==> src/rtl/bus_nxm.sv <==
// Shared N-master / M-slave bus: round-robin arbiter with ownership lock, address
// decode to a one-hot slave select, and registered read-data return to the masters.
module bus_nxm #(
    parameter int N_MASTERS = 2,
    parameter int N_SLAVES  = 2,
    parameter int AW        = 8,
    parameter int DW        = 32,
    parameter int SEL_BITS  = 1
) (
    input  logic                    clk,
    input  logic                    reset_n,
    input  logic [N_MASTERS-1:0]    m_req,
    input  logic [N_MASTERS-1:0]    m_wr,
    input  logic [N_MASTERS*AW-1:0] m_address,
    input  logic [N_MASTERS*DW-1:0] m_dout,
    input  logic [N_SLAVES*DW-1:0]  s_dout,
    output logic [N_MASTERS-1:0]    m_grant,
    output logic [DW-1:0]           m_din,
    output logic                    m_err,
    output logic [N_SLAVES-1:0]     s_sel,
    output logic [AW-1:0]           s_address,
    output logic                    s_wr,
    output logic [DW-1:0]           s_din
);

    localparam int OW = $clog2(N_MASTERS);

    logic [N_MASTERS-1:0] r_grant;
    logic [N_MASTERS-1:0] w_grant_next;
    logic [N_SLAVES-1:0]  r_rd_sel;
    logic                 r_err;
    logic [OW-1:0]        w_owner;
    logic                 w_owner_req;
    logic                 w_mapped;
    logic [SEL_BITS-1:0]  w_idx;
    logic [OW:0]          w_cand_sum;
    logic [OW-1:0]        w_cand;
    logic                 w_found;
    logic [AW-1:0]        w_m_addr  [N_MASTERS];
    logic [DW-1:0]        w_m_dout  [N_MASTERS];
    logic [DW-1:0]        w_s_dout  [N_SLAVES];
    logic [DW-1:0]        w_din_acc [N_SLAVES+1];

    genvar gi;
    generate
        for (gi = 0; gi < N_MASTERS; gi++) begin : g_master
            assign w_m_addr[gi] = m_address[gi*AW +: AW];
            assign w_m_dout[gi] = m_dout[gi*DW +: DW];
        end
        // Slave select and the AND-OR read-return mux share one loop over slaves
        for (gi = 0; gi < N_SLAVES; gi++) begin : g_slave
            assign w_s_dout[gi]    = s_dout[gi*DW +: DW];
            assign s_sel[gi]       = w_owner_req && (w_idx == SEL_BITS'(gi));
            assign w_din_acc[gi+1] = w_din_acc[gi] | (r_rd_sel[gi] ? w_s_dout[gi] : '0);
        end
    endgenerate

    assign w_din_acc[0] = '0;

    always_comb begin
        w_owner = '0;
        for (int i = 0; i < N_MASTERS; i++) begin
            if (r_grant[i]) w_owner = OW'(i);
        end
    end

    assign w_owner_req = |(m_req & r_grant);
    assign w_idx       = s_address[AW-1 -: SEL_BITS];
    assign w_mapped    = ({1'b0, w_idx} < (SEL_BITS+1)'(N_SLAVES));

    // State register: the one-hot owner parks on master 0 after reset
    always_ff @(posedge clk or negedge reset_n) begin
        if (!reset_n) begin
            r_grant  <= N_MASTERS'(1);
            r_rd_sel <= '0;
            r_err    <= 1'b0;
        end else begin
            r_grant  <= w_grant_next;
            r_rd_sel <= s_sel;
            r_err    <= w_owner_req & ~w_mapped;
        end
    end

    // Next owner: hold while the owner requests, else first requester after it, else park
    always_comb begin
        w_grant_next = N_MASTERS'(1);
        w_found      = 1'b0;
        w_cand_sum   = '0;
        w_cand       = '0;
        if (w_owner_req) begin
            w_grant_next = r_grant;
        end else begin
            for (int k = 1; k < N_MASTERS; k++) begin
                w_cand_sum = {1'b0, w_owner} + (OW+1)'(k);
                if (w_cand_sum >= (OW+1)'(N_MASTERS))
                    w_cand_sum = w_cand_sum - (OW+1)'(N_MASTERS);
                w_cand = w_cand_sum[OW-1:0];
                if (!w_found && m_req[w_cand]) begin
                    w_grant_next         = '0;
                    w_grant_next[w_cand] = 1'b1;
                    w_found              = 1'b1;
                end
            end
        end
    end

    always_comb begin
        s_address = w_m_addr[w_owner];
        s_din     = w_m_dout[w_owner];
        s_wr      = m_wr[w_owner];
    end

    assign m_grant = r_grant;
    assign m_err   = r_err;
    assign m_din   = w_din_acc[N_SLAVES];

endmodule

==> config.mk <==
export PLATFORM = sky130hd
export DESIGN_NAME = bus_nxm
export DESIGN_NICKNAME = d
export VERILOG_FILES = /design/src/rtl/bus_nxm.sv
export SDC_FILE = /design/constraint.sdc
export NUM_CORES = 1
export LEC_CHECK = 0
export CORE_AREA = 2 2 90 92
export CTS_BUF_LIST = sky130_fd_sc_hd__clkbuf_16
export DETAILED_ROUTE_END_ITERATION = 16
export DIE_AREA = 0 0 92 94
export PLACE_DENSITY = 0.73
export REMOVE_ABC_BUFFERS = 1
export SYNTH_ARGS = -nofsm -noshare
export SYNTH_HDL_FRONTEND = slang
export SYNTH_SLANG_ARGS = --single-unit
==> constraint.sdc <==
create_clock -name clk -period 1.46 [get_ports clk]
set_input_delay 0.365 -clock clk [delete_from_list [all_inputs] [get_ports clk]]
set_output_delay 0.365 -clock clk [all_outputs]
set_load 0.005 [all_outputs]
==> key figures <==
Logic synthesis
  • Yosys top cell area share: 46.2%
  • Synth area leaders: mux2_4 (46%), a22o_1 (24%), dfrtp_1 (6.4%)
  • Mapped cell area: 0.00117 mm^2
  • Syn Inst Count: 101
  • Avg Cell Area, Syn: 11.6 um^2
  • Yosys Warn Count: 0
  • Distinct cells, synth: 16
  • Register area share after synthesis: 8.66%
  • Flops & latches, synth: 4
  • Top cell type by total area after synthesis: mux2_4

Routing
  • Via count: 1867
  • Initial detailed-routing violation count: 18
  • DRC: 0
  • Drt wl/cell: 15.1 um
  • Detailed-route wire length: 6.83 mm
  • Vias/cell: 4.14
  • Final ANT Viol Nets: 0
  • First-pass detailed-route iteration total: 4

Timing
  • Post-route minimum period: 1.79 ns
  • Slew Viols, Final: 0
  • Fmax: 0.558 GHz
  • Clock skew: 0.00494 ns
  • Final period util: 123%
  • Final WS setup: -0.333 ns
  • Final Hold Viols: 0
  • Setup violators final: 75
  • RSZ-0062 raised after global routing: yes

Pwr
  • VDD IR max: 0.000344 V
  • P_sw: 624 uW
  • Leakage Power: 1.83 nW
  • P per Cell Area: 593 mW/mm^2
  • Clk network pwr share: 18.9%
  • Part of the power in combinational logic: 74.8%
  • Sequential share of power: 6.3%
  • Pint: 1.71 mW
  • Sw Ratio: 26.7%

Clock network
  • # clock sinks: 4
  • Clock slew at reported path FFs: 0.04 ns
  • H-tree depth: 1
  • CTS max path bufs: 2
  • CTS Root Cell: clkbuf_16
  • Worst-skew pair later-pin latency: 0.23 ns
  • Number of buffers created by CTS: 3
  • CTS tree: done

Worst setup path
  • R2r setup slk: 0.21 ns
  • Worst EP required: 1.10 ns
  • Crit path to: s_sel[0]
  • Crit Reg-Reg Endpoint: r_rd_sel[0]
  • CP endpoint kind: output port
  • Worst reg2reg startpoint: m_grant[1]
  • Crit Path Class: flop to output port
  • Crit. Startpoint: m_grant[1]
  • CP Max Fanout: 4
  • CP Launch Type: flop
  • Critical Path AT: 1.43 ns
  • Reg2reg path depth: 5

Placed design
  • # port buffers: 226
  • RePlAce Congestion: 0.695
  • Post-place setup slack: -0.714 ns
  • Dpl cell area: 0.00356 mm^2
  • Placed insts: 426
  • Hpwl dp: 5.17 mm

Floorplan
  • Initial Utilization: 15.4%
  • IO Pins: 228
  • Die ar.: 0.00865 mm^2
  • Die Wd: 92 um
  • Site Rows: 32
  • Die height: 94 um
  • Core Region: 0.00761 mm^2

Finish
  • Total Nets Final: 500
  • Diodes inserted: 0
  • Post-route insts no fill: 451
  • Synthesis-to-layout area growth: 236%
  • Design Area, Final: 0.00394 mm^2
  • Proportion of layout cells with a drive suffix above 1: 46.7%

Global route
  • GR Util All Layers: 14.3%
  • Initial antenna violation count: 0
  • Vias in the first global route: 1956
  • Grt total ovfl: 0
  • Largest net degree at the start of global routing: 33
  • First-pass GRT wire length: 9.83 mm

Flow run
  • Max-cap viol count: 0

Worst hold path
  • Hold crit path type: input pin to async pin

Status
  • Status: finished with violations
  • Failing checks: negative setup slack
kinds of logic after synthesis:
kind of cell,share of synthesized area (%)
mux,51.0
compound gates,26.7
buf+inv,10.9
simple gates,2.35
flops,8.66
other cells,0.321
worst min path at each step:
stage / slack, ns / depth (start not counted) / from / endpoint
2_1_floorplan: 0.07 / 0 / reset_n / m_grant[1]
3_3_place_gp: 0.59 / 1 / reset_n / r_rd_sel[0]
3_5_place_dp: 0.60 / 1 / reset_n / r_rd_sel[1]
4_1_cts: 0.36 / 1 / reset_n / r_rd_sel[1]
5_1_grt: 0.37 / 1 / reset_n / r_rd_sel[1]
6_report: 0.37 / 1 / reset_n / r_rd_sel[1]
final cells by class:
type	instances	area (um^2)
clock buffers	3	75.1
clock inverters	1	3.75
fillers	676	3670
multi-input cells	84	1010
flip-flops and latches	4	104
well taps	102	128
repair buffers	257	2620
cell usage in the layout, fill, tap and decap left out, drive strengths merged:
cell type	Yosys	final
nand2	4	4
conb	1	1
mux2	41	41
o32ai	1	1
clkdlybuf4s50	0	148
o22ai	1	1
dfstp	1	1
a21oi	1	1
buf	13	108
nand2b	2	2
inv	0	1
o21ai	1	1
a22o	32	32
clkbuf	0	3
dfrtp	3	3
dlygate4sd2	0	1
metal layers:
layer | vias up | wire length, um | global-route usage, % | share of wire [%]
li1 | 899 | - | - | -
met1 | 826 | 2100 | 12.7 | 31
met2 | 138 | 3730 | 29.8 | 55
met3 | 4 | 966 | 6.26 | 14
met4 | 0 | 34 | 1.99 | 0.50
met5 | - | 0 | 0 | 0
timing repair:
action | 4_1_cts | 5_1_grt
cloned | 6 | 0
setup endpoints to repair | 77 | 77
pin swaps | 10 | 7
setup buffers | 16 | 1
hold buffers | 0 | 0
resized for setup | 378 | 5
sequential cells by signal, indices dropped and copies added, names as in the netlist:
signal and count:
m_grant 2, r_rd_sel 2
critical path, stage by stage (launching register included):
cell,delay (ns)
dfrtp_2,0.45
buf_6,0.15
buf_6,0.12
buf_6,0.11
o32ai_4,0.21
buf_2,0.17
power groups by stage:
stage / clock (mW) / combinational [mW] / sequential, mW
floorplan: 0 / 0.420 / 0.225
global placement: 0 / 1.51 / 0.147
detailed placement: 0 / 1.53 / 0.146
CTS: 0.449 / 1.76 / 0.148
global route: 0.460 / 1.85 / 0.149
finish: 0.442 / 1.74 / 0.147
metrics by stage:
| step | utilization, % | setup TNS (ns) | total power [mW] | hold slack (ns) |
|---|---|---|---|---|
| detailed placement | 46.8 | -29.42 | 1.68 | 0.600 |
| global route | 51.7 | -19.22 | 2.45 | 0.375 |
| CTS | 51.8 | -18.16 | 2.36 | 0.361 |
| floorplan | - | -42.66 | 0.644 | 0.0694 |
| global placement | 46.8 | -28.99 | 1.66 | 0.589 |
| finish | 51.7 | -16.89 | 2.33 | 0.367 |
cell usage after synthesis:
cell type	count
o32ai_2	1
a22o_1	32
buf_2	6
o21ai_0	1
nand2b_1	2
mux2_2	5
nand2_1	4
buf_12	3
conb_1	1
o22ai_1	1
a21oi_1	1
dfstp_2	1
dfrtp_1	3
buf_6	2
mux2_4	36
buf_4	2
No activity file was read; power rests on OpenSTA's default activity.
